`config.mk`:
```
export PLATFORM = sky130hd
export DESIGN_NAME = note_recorder
export DESIGN_NICKNAME = d
export VERILOG_FILES = /design/src/rtl/piano_pkg.sv /design/src/rtl/tick_div.sv /design/src/rtl/note_recorder.sv
export SDC_FILE = /design/constraint.sdc
export NUM_CORES = 1
export LEC_CHECK = 0
export CAP_MARGIN = 20
export CORE_ASPECT_RATIO = 1.75
export CORE_UTILIZATION = 55
export CTS_BUF_LIST = sky130_fd_sc_hd__clkbuf_8
export CTS_CLUSTER_SIZE = 12
export DETAILED_ROUTE_END_ITERATION = 7
export PLACE_DENSITY = 0.87
export SYNTH_ARGS = -nofsm -noshare
export SYNTH_HDL_FRONTEND = slang
export SYNTH_HIERARCHICAL = 1
export SYNTH_SLANG_ARGS = --single-unit
```
`constraint.sdc`:
```
create_clock -name clk -period 4.3 [get_ports clk]
set_clock_uncertainty 0.2 [all_clocks]
set_input_delay 0.645 -clock clk [delete_from_list [all_inputs] [get_ports clk]]
set_output_delay 0.645 -clock clk [all_outputs]
set_load 0.005 [all_outputs]
```
`src/rtl/piano_pkg.sv`:
```
// Shared piano definitions: recorder state encoding and note/playback constants.
package piano_pkg;

  typedef enum logic [1:0] {
    IDLE,
    CLEAR,
    REC,
    DONE
  } rec_state_t;

  localparam int NOTE_W = 8;
  localparam logic [7:0] PLAY_LAST_ADDR = 8'h10;

endpackage

```
`src/rtl/tick_div.sv`:
```
// Sample-rate divider: one-cycle tick every TICK_DIV clocks, restartable via clr.
module tick_div #(
  parameter int TICK_DIV = 5_000_000
) (
  input  logic clk,
  input  logic rst,
  input  logic clr,
  output logic tick
);

  localparam int CNT_W = $clog2(TICK_DIV);
  localparam logic [CNT_W-1:0] LAST = CNT_W'(TICK_DIV - 1);

  logic [CNT_W-1:0] cnt;

  always_ff @(posedge clk or posedge rst) begin
    if (rst) begin
      cnt <= '0;
    end else if (clr || cnt == LAST) begin
      cnt <= '0;
    end else begin
      cnt <= cnt + 1'b1;
    end
  end

  assign tick = (cnt == LAST);

endmodule

```
`src/rtl/note_recorder.sv`:
```
// Records sampled piano keys into note RAM port B: clears a take area, then
// writes one active-high note pattern per tick until full or stopped.
module note_recorder
  import piano_pkg::*;
#(
  parameter int ADDR_W   = 8,
  parameter int MAX_LEN  = 17,
  parameter int TICK_DIV = 5_000_000
) (
  input  logic              clk,
  input  logic              rst,
  input  logic              rec_btn,
  input  logic [NOTE_W-1:0] keys,
  output logic              ram_we,
  output logic [ADDR_W-1:0] ram_addr,
  output logic [NOTE_W-1:0] ram_wdata,
  output logic              recording,
  output logic [ADDR_W:0]   rec_len,
  output logic              take_done
);

  localparam logic [ADDR_W-1:0] LAST_ADDR = ADDR_W'(MAX_LEN - 1);
  localparam logic [ADDR_W:0]   FULL_LEN  = (ADDR_W + 1)'(MAX_LEN);

  rec_state_t        state;
  logic              rec_s1, rec_s2, rec_d, rec_press;
  logic [NOTE_W-1:0] keys_s1, keys_s2;
  logic [ADDR_W:0]   count;
  logic              stop_pend;
  logic              tick, tick_clr, finish;

  always_ff @(posedge clk or posedge rst) begin
    if (rst) begin
      rec_s1    <= 1'b1;
      rec_s2    <= 1'b1;
      rec_d     <= 1'b1;
      rec_press <= 1'b0;
      keys_s1   <= '1;
      keys_s2   <= '1;
    end else begin
      rec_s1    <= rec_btn;
      rec_s2    <= rec_s1;
      rec_d     <= rec_s2;
      rec_press <= rec_d & ~rec_s2;
      keys_s1   <= keys;
      keys_s2   <= keys_s1;
    end
  end

  // Restart the divider on the last CLEAR cycle so REC begins at count 0.
  assign tick_clr = (state == CLEAR) && (ram_addr == LAST_ADDR);

  tick_div #(
    .TICK_DIV(TICK_DIV)
  ) u_tick_div (
    .clk (clk),
    .rst (rst),
    .clr (tick_clr),
    .tick(tick)
  );

  // A stop coinciding with a tick is deferred one cycle so the sample lands first.
  assign finish = stop_pend || (count == FULL_LEN) || (rec_press && !tick);

  always_ff @(posedge clk or posedge rst) begin
    if (rst) begin
      state     <= IDLE;
      ram_we    <= 1'b0;
      ram_addr  <= '0;
      ram_wdata <= '0;
      recording <= 1'b0;
      rec_len   <= '0;
      take_done <= 1'b0;
      count     <= '0;
      stop_pend <= 1'b0;
    end else begin
      ram_we    <= 1'b0;
      take_done <= 1'b0;
      unique case (state)
        IDLE: begin
          if (rec_press) begin
            state     <= CLEAR;
            ram_we    <= 1'b1;
            ram_addr  <= '0;
            ram_wdata <= '0;
            recording <= 1'b1;
          end
        end
        CLEAR: begin
          if (ram_addr == LAST_ADDR) begin
            state     <= REC;
            ram_addr  <= '0;
            count     <= '0;
            stop_pend <= 1'b0;
          end else begin
            ram_we   <= 1'b1;
            ram_addr <= ram_addr + 1'b1;
          end
        end
        REC: begin
          if (finish) begin
            state     <= DONE;
            recording <= 1'b0;
            take_done <= 1'b1;
            rec_len   <= count;
            stop_pend <= 1'b0;
          end else if (tick) begin
            ram_we    <= 1'b1;
            ram_addr  <= count[ADDR_W-1:0];
            ram_wdata <= ~keys_s2;
            count     <= count + 1'b1;
            stop_pend <= rec_press;
          end
        end
        DONE: begin
          state <= IDLE;
        end
      endcase
    end
  end

endmodule

```
-- Word level (Yosys, flattened, before mapping)
Cells that the tools add are included.
- bits in registers: 83
- input bits: 11
- output and inout port bits: 28
- word-level logic and storage cells: 82
- $add $sub $neg: 3
- equality and inequality tests: 12
- mux-type cells: 31
- bitwise gates (word level): 3
- reduce and logical (&&, ||, !) cells: 17
- operator list (operator ; count):
    8-bit two-way mux ; 6
    9-bit two-way mux ; 3
    8-bit one-hot mux with 3 select lines ; 1
    23-bit by 1-bit adder with 23-bit output (second input constant) ; 1
    23-bit == test (second input constant) ; 1
    23-bit two-way mux ; 1
    9-bit one-hot mux with 2 select lines ; 1
    8-bit one-hot mux with 2 select lines ; 1
    4-bit AND reduction ; 3
    1-bit two-way mux ; 11
    9-bit by 1-bit adder with 9-bit output (second input constant) ; 1
    9-bit by 5-bit == test with 1-bit output (second input constant) ; 1
    3-bit AND reduction ; 3
    8-bit by 1-bit adder with 8-bit output (second input constant) ; 1
    8-bit by 5-bit == test with 1-bit output (second input constant) ; 1
    2-bit inequality test (second input constant) ; 4
    8-bit inverter ; 1
    2-bit one-hot mux with 4 select lines ; 1
    2-bit two-way mux ; 3
    2-bit == test (second input constant) ; 2
    1-bit one-hot mux with 2 select lines ; 2
    2-bit nonzero test ; 2
    1-bit logical OR ; 3
    3-bit inequality test (second input constant) ; 1
    10 further kinds ; 11

-- Logic depth before layout (Yosys ltp)
Gate-level depths: netlist (run 1).
- depth in word-level cells: 6
- mapped depth: 10

-- By module
The synthesis (run 1) kept the hierarchy.
- by module, submodules not included (module ; times used ; cells an instance ; area an instance (sq um)):
    note_recorder ; 1 ; 230 ; 2778.9
    tick_div ; 1 ; 125 ; 1202.4

-- Least setup slack after synthesis (run 1)
No wires, ideal clock.
- path kind: flip-flop to flip-flop
- start point: register u_tick_div.cnt[2]
- end point: register rec_len[0]
- data arrival time: 2268 ps
- slack: 1705 ps
- stages on the path, launching flop included: 11
- cell sequence: dfrtp_1 -> and4_4 -> nand2_2 -> buf_6 -> nor3_1 -> inv_1 -> a21oi_1 -> a21boi_1 -> nand2b_4 -> buf_6 -> mux2_1
- word-level cells in the longest chain between the ends: 5
- RTL lines (what ; line ; source):
    start, declared ; tick_div.sv:14 ; logic [CNT_W-1:0] cnt;
    start signal, assigned ; tick_div.sv:22 ; cnt <= cnt + 1'b1;
    23-bit == test ; tick_div.sv:26 ; assign tick = (cnt == LAST);
    named net tick ; note_recorder.sv:30 ; logic tick, tick_clr, finish;
    1-bit zero test ; note_recorder.sv:63 ; assign finish = stop_pend || (count == FULL_LEN) || (rec_press && !tick);
    1-bit logical AND ; note_recorder.sv:63 ;
    1-bit logical OR ; note_recorder.sv:63 ;
    2-bit AND reduction (no source line) ; -- ;
    end signal, assigned ; note_recorder.sv:105 ; rec_len <= count;
    end, declared ; note_recorder.sv:18 ; output logic [ADDR_W:0] rec_len,
The timed path passes the listed nets, and every way through them passes these cells.
A chain may end at the register's enable or synchronous reset.

-- Final worst setup path (run 1)
- start point: register u_tick_div.cnt[15]
- end point: register rec_len[5]
Same word-level chain as after synthesis.

==> flow_summary_export.csv, run 1 <==
group,metric,value,unit
outcome,status,"complete, no violations",
layout,layout_common_cells,"dfrtp_1, clkdlybuf4s50_1, nand2_1, a21oi_1, dfstp_2",
routing,vias,2954,
grt,grt_pass1_vias,3020,
grt,grt_pass1_wl,13600,um
cts,cts_tree,"built",
place,port_buffers,38,
critical_path,cp.required,4.35,ns
grt,grt_util_all_layers,23.8,%
power,peakVddDrop,0.369,mV
cts,insertion_delay,0.36,ns
critical_path,cp_top_family,"simple AND/OR/NAND/NOR gates",
routing,post-route-drc-count,0,
sta,tns,0,ns
grt,use_met1,25.4,%
logic_synthesis,synth_cell_types,64,
layout,fin_area,4580,um2
cts,clock_sinks,83,
layout,nets,414,
sta,report.final.slew_viol_count,0,
floorplanning,chipWidth,66.3,um
power,p_per_area,447,nW/um2
grt,grt_overflow,0,
critical_path,worstPathCellList,"nor4b_1, nand3_1, nor3_1, inv_1, a21oi_1, a21boi_1, nand2b_4, mux2_1",
cts,clk_pin_slew,0.09,ns
floorplanning,rows,40,
critical_path,critPathMaxStageDelay,0.44,ns
sta,slew_headroom,41.7,%
sta,setup_viol,0,
logic_synthesis,yosysWarnings,6,
place,place_area,4400,um2
power,p_leak,1.90,nW
grt,grt.busiest_layer,"met2",
place,gp_congestion,0.946,
floorplanning,dieHeight,115,um
cts,hold_buffers,0,
cts,cts_made_buffers,9,
floorplanning,io_pins,39,
logic_synthesis,syn_area,3980,um2
cts,clockBufferDepth,2,
routing,vias_per_cell,6.13,
sta,period_share,75.6,%
routing,drt_iter0_drc,187,
floorplanning,die-area,7600,um2
routing,drtPass1Iterations,7,
logic_synthesis,yosys_most_used_dff,"dfrtp_1",
layout,n_antenna_cell,0,
routing,antenna_left,0,
grt,met3_usage,5.98,%
critical_path,endpoint_kind,"flop",
hold_path,hp-class,"reg2reg",
routing,routed_wl,8140,um
sta,finalHoldViolCount,0,
critical_path,cpMaxStageDelayCell,"dfrtp_1",
logic_synthesis,synthesis.nets,376,
cts,ctsRootBufferMaster,"clkbuf_8",
critical_path,cp.arrival,3.30,ns
layout,final_common_cell,"dfrtp_1",
logic_synthesis,synth_seq_cells,83,
critical_path,path_class,"reg2reg",
floorplanning,start_util,57.6,%
flow_run,max_cap_viol_count,0,
floorplanning,coreArea,6910,um2
cts,post-cts-setup-buffers,0,
critical_path,cp-start-kind,"flop",
logic_synthesis,synth_area_per_cell,11.2,um2
grt,antenna_found_initial,0,
sta,worst_pin_slew,0.874,ns
place,place_hpwl,5820,um
critical_path,crit_buf_inv,1,
cts,cts_max_level,3,
layout,synthToLayoutAreaGrowth,15.1,%
sta,rsz0062_at_grt,"false",
logic_synthesis,syn-instance-count,355,
grt,grt_max_degree,36,
sta,min_period,3.25,ns
cts,cts_resized,0,
layout,drive_gt1_share,17.3,%
logic_synthesis,synth_edf_count,0,
critical_path,path_max_fanout,10,
power,p_total,2.05,mW
logic_synthesis,ys_seq_area_share,52.8,%
sta,max_freq,0.308,GHz
logic_synthesis,async_flop_share,100,%
grt,met2_usage,41.4,%
routing,post_drt_wl_per_cell,16.9,um
==> through the flow <==
step                      instances  setup slack [ns]  util (%)  hold slack [ns]
after floorplan                 355              1.70         -            0.145
after global placement          466              1.41      63.7            0.146
after detailed placement        466              1.27      63.7            0.147
after CTS                       482              1.15      66.3            0.152
after global routing            482             0.945      66.3            0.154
final                           482              1.05      66.3            0.152
==> sequential cells by signal (all words and copies together) (netlist names) <==
name and count:
u_tick_div/cnt 23, count 9, rec_len 9, keys_s1 8, keys_s2 8, ram_addr 8
ram_wdata 8, state 2, ram_we 1, rec_d 1, rec_press 1, rec_s1 1
rec_s2 1, recording 1, stop_pend 1, take_done 1
==> report_power, final <==
part | total, mW | switching [mW] | internal, mW | leakage, nW
Sequential | 0.884 | 0.0356 | 0.849 | 1.06
Combinational | 0.638 | 0.374 | 0.264 | 0.743
Clock | 0.525 | 0.294 | 0.231 | 0.0976
Total | 2.05 | 0.703 | 1.34 | 1.90
==> metal layers <==
layer,vias up,share of wire (%),routed length (um)
met5,-,0,0
met4,0,3.2,257
met3,23,4.2,342
met2,100,55,4440
met1,1456,38,3100
li1,1375,-,-
==> worst reg2reg max path: stages (launching register included) <==
cell,delay (ns)
dfrtp_1,0.44
nor4b_1,0.45
nand3_1,0.19
nor3_1,0.41
inv_1,0.15
a21oi_1,0.28
a21boi_1,0.39
nand2b_4,0.31
mux2_1,0.35
==> final cells by class <==
cell class	instances	area, um2
Timing Repair Buffer	41	403
Clock inverter	6	46.3
Sequential cell	83	2100
Fill cell	536	2320
Tap cell	84	105
Multi-Input combinational cell	240	1720
Clock buffer	10	138
Inverter	18	67.6
==> cells by family after synthesis <==
kind of cell / after synthesis / synth area share [%]
xor+xnor: 9 / 1.98
compound gates: 96 / 17.4
flops: 83 / 52.8
simple gates: 115 / 17.5
fa+ha+maj: 10 / 3.14
mux: 10 / 3.27
buf+inv: 32 / 3.99
==> cells in the mapped netlist (all sizes together), types with 9 or more instances <==
cell    count  area share (%)
ha         10             3.1
buf        12             2.1
dfstp      19              13
mux2        9             3.0
a21oi      21             2.7
nand2b     10             1.8
or4         9             1.7
nand2      29             3.0
o31ai      16             3.5
nor2       11             1.0
inv        18             1.7
nand3      15             1.9
dfrtp      64              40
o21ai      24             3.2
==> final timing paths <==
path / cells after the start / slack (ns) / end / start
min: 0 / 0.15 / keys_s2[7]$_DFF_PP1_ / keys_s1[7]$_DFF_PP1_
max reg2reg: 8 / 1.05 / rec_len[5]$_DFFE_PP0P_ / u_tick_div/cnt[15]$_DFF_PP0_
min in group asynchronous: 2 / 0.55 / state[0]$_DFFE_PP0P_ / rst
max: 8 / 1.05 / rec_len[5]$_DFFE_PP0P_ / u_tick_div/cnt[15]$_DFF_PP0_
min reg2reg: 0 / 0.15 / keys_s2[7]$_DFF_PP1_ / keys_s1[7]$_DFF_PP1_
max in group asynchronous: 3 / 2.51 / keys_s2[0]$_DFF_PP1_ / rst
No activity file was read; power rests on OpenSTA's default activity.
==> run 2: changes to the inputs <==
==> constraint.sdc (replaced) <==
create_clock -name clk -period 3.1 [get_ports clk]
set_clock_uncertainty 0.2 [all_clocks]
set_input_delay 0.465 -clock clk [delete_from_list [all_inputs] [get_ports clk]]
set_output_delay 0.465 -clock clk [all_outputs]
set_load 0.005 [all_outputs]
==> flow_summary_export.csv, run 2 (same netlist as run 1, synthesis figures left out) <==
group,metric,value,unit
outcome,status,"complete, no violations",
sta,tns,0,ns
routing,vias,2897,
layout,drive_gt1_share,18.5,%
layout,reg_top3,"u_tick_div/cnt (23), count (9), rec_len (9)",
layout,n_antenna_cell,0,
floorplanning,start_util,57.6,%
grt,grt_overflow,0,
sta,period_share,90.4,%
critical_path,worstPathCellList,"nor4_1, nand3_1, nor3_2, inv_1, a211o_4, a211oi_4, nand2_4, o22ai_1",
sta,finalHoldViolCount,0,
flow_run,max_cap_viol_count,0,
critical_path,path_class,"reg2reg",
power,p_total,2.92,mW
routing,antenna_left,0,
hold_path,hold_path_startpoint,"keys_s1[4]$_DFF_PP1_",
grt,grt_pass1_wl,13600,um
power,peakVddDrop,0.384,mV
sta,rsz0062_at_grt,"false",
layout,synthToLayoutAreaGrowth,16.5,%
hold_path,min_path_cells,0,
grt,grt_util_all_layers,24.2,%
critical_path,path_max_fanout,8,
critical_path,endpoint_kind,"flop",
sta,min_period,2.80,ns
grt,grt_pass1_vias,2945,
floorplanning,coreArea,6910,um2
sta,slew_headroom,41.5,%
cts,insertion_delay,0.37,ns
layout,layout_common_cells,"dfrtp_1, clkdlybuf4s50_1, nand2_1, a21oi_1, dfstp_2",
critical_path,cp-start-kind,"flop",
routing,post-route-drc-count,0,
cts,clk_pin_slew,0.08,ns
routing,vias_per_cell,5.99,
routing,post_drt_wl_per_cell,16.9,um
routing,drt_iter0_drc,249,
layout,nets,416,
cts,clock_sinks,83,
cts,clockBufferDepth,2,
floorplanning,dieHeight,115,um
sta,finalWorstSetupSlack,0.297,ns
place,place_area,4410,um2
place,placed_cells,468,
routing,drtPass1Iterations,5,
cts,cts_max_level,3,
cts,cts_tree,"built",
sta,report.final.slew_viol_count,0,
floorplanning,io_pins,39,
grt,grt_max_degree,35,
critical_path,rr_startpoint,"u_tick_div/cnt[10]$_DFF_PP0_",
critical_path,cp.required,3.18,ns
routing,routed_wl,8190,um
layout,finalNonFillerCells,484,
layout,top_register,"u_tick_div/cnt",
layout,final_common_cell,"dfrtp_1",
cts,cts_made_buffers,9,
sta,finalHoldWorstSlack,0.154,ns
critical_path,ff2ff_path_depth,8,
critical_path,critPathMaxStageDelay,0.46,ns
cts,ctsRootBufferMaster,"clkbuf_8",
hold_path,hp-class,"reg2reg",
place,gp_congestion,0.914,
critical_path,cp.arrival,2.88,ns
floorplanning,chipWidth,66.3,um
floorplanning,die-area,7600,um2
critical_path,reg2reg_setup_slack,0.30,ns
floorplanning,rows,40,
place,pre_cts_ws,0.160,ns
layout,largest_register_ffs,23,
sta,worst_pin_slew,0.876,ns
critical_path,rr_endpoint,"ram_addr[5]$_DFFE_PP0P_",
power,p_leak,1.93,nW
sta,setup_viol,0,
place,port_buffers,38,
sta,max_freq,0.357,GHz
power,p_per_area,629,nW/um2
grt,antenna_found_initial,0,
cts,hold_buffers,0,
layout,fin_util,67.2,%
hold_path,min_to,"keys_s2[4]$_DFF_PP1_",
critical_path,cpMaxStageDelayCell,"dfrtp_1",
place,place_hpwl,5850,um
layout,fin_area,4640,um2
==> run 2: worst max-delay path by stage <==
stage               depth (start not counted)                      end  slack, ns                          from
floorplan                                  10   rec_len[0]$_DFFE_PP0P_       0.50   u_tick_div/cnt[2]$_DFF_PP0_
global placement                            8   rec_len[3]$_DFFE_PP0P_       0.33  u_tick_div/cnt[13]$_DFF_PP0_
detailed placement                          8   rec_len[0]$_DFFE_PP0P_       0.16  u_tick_div/cnt[15]$_DFF_PP0_
CTS                                         8   rec_len[3]$_DFFE_PP0P_       0.13  u_tick_div/cnt[15]$_DFF_PP0_
global route                                8     count[6]$_DFFE_PP0P_       0.01  u_tick_div/cnt[10]$_DFF_PP0_
finish                                      8  ram_addr[5]$_DFFE_PP0P_       0.30  u_tick_div/cnt[10]$_DFF_PP0_
==> run 2: layer usage <==
metal	vias to the layer above	track usage, %	wire length, um
li1	1365	-	-
met1	1426	26.9	3090
met4	0	13.6	247
met3	27	5.88	331
met2	79	41.1	4510
met5	-	0	0
==> run 2: layout make-up <==
class | count | area, um2
Multi-Input combinational cell | 240 | 1740
Timing Repair Buffer | 43 | 418
Tap cell | 84 | 105
Inverter | 18 | 67.6
Clock inverter | 5 | 60.1
Sequential cell | 83 | 2100
Clock buffer | 11 | 151
Fill cell | 535 | 2270
==> run 2: critical path, delay by kind of cell, from the launching register on <==
kind	cells	cell delay, ns
flip-flops	1	0.46
AO/OA/AOI/OAI	3	0.96
buffers and inverters	1	0.13
AND/OR/NAND/NOR	4	0.96
==> run 2: timing repair <==
item                       in CTS  in global routing
setup endpoints to repair       0                 24
setup buffers                   0                  0
gates resized for setup         0                  3
==> run 2: power by group <==
part	internal, mW	switching, mW	leakage [nW]	total, mW
combinational	0.366	0.515	0.756	0.881
sequential	1.18	0.0497	1.06	1.23
clock	0.419	0.393	0.106	0.811
total	1.96	0.957	1.93	2.92
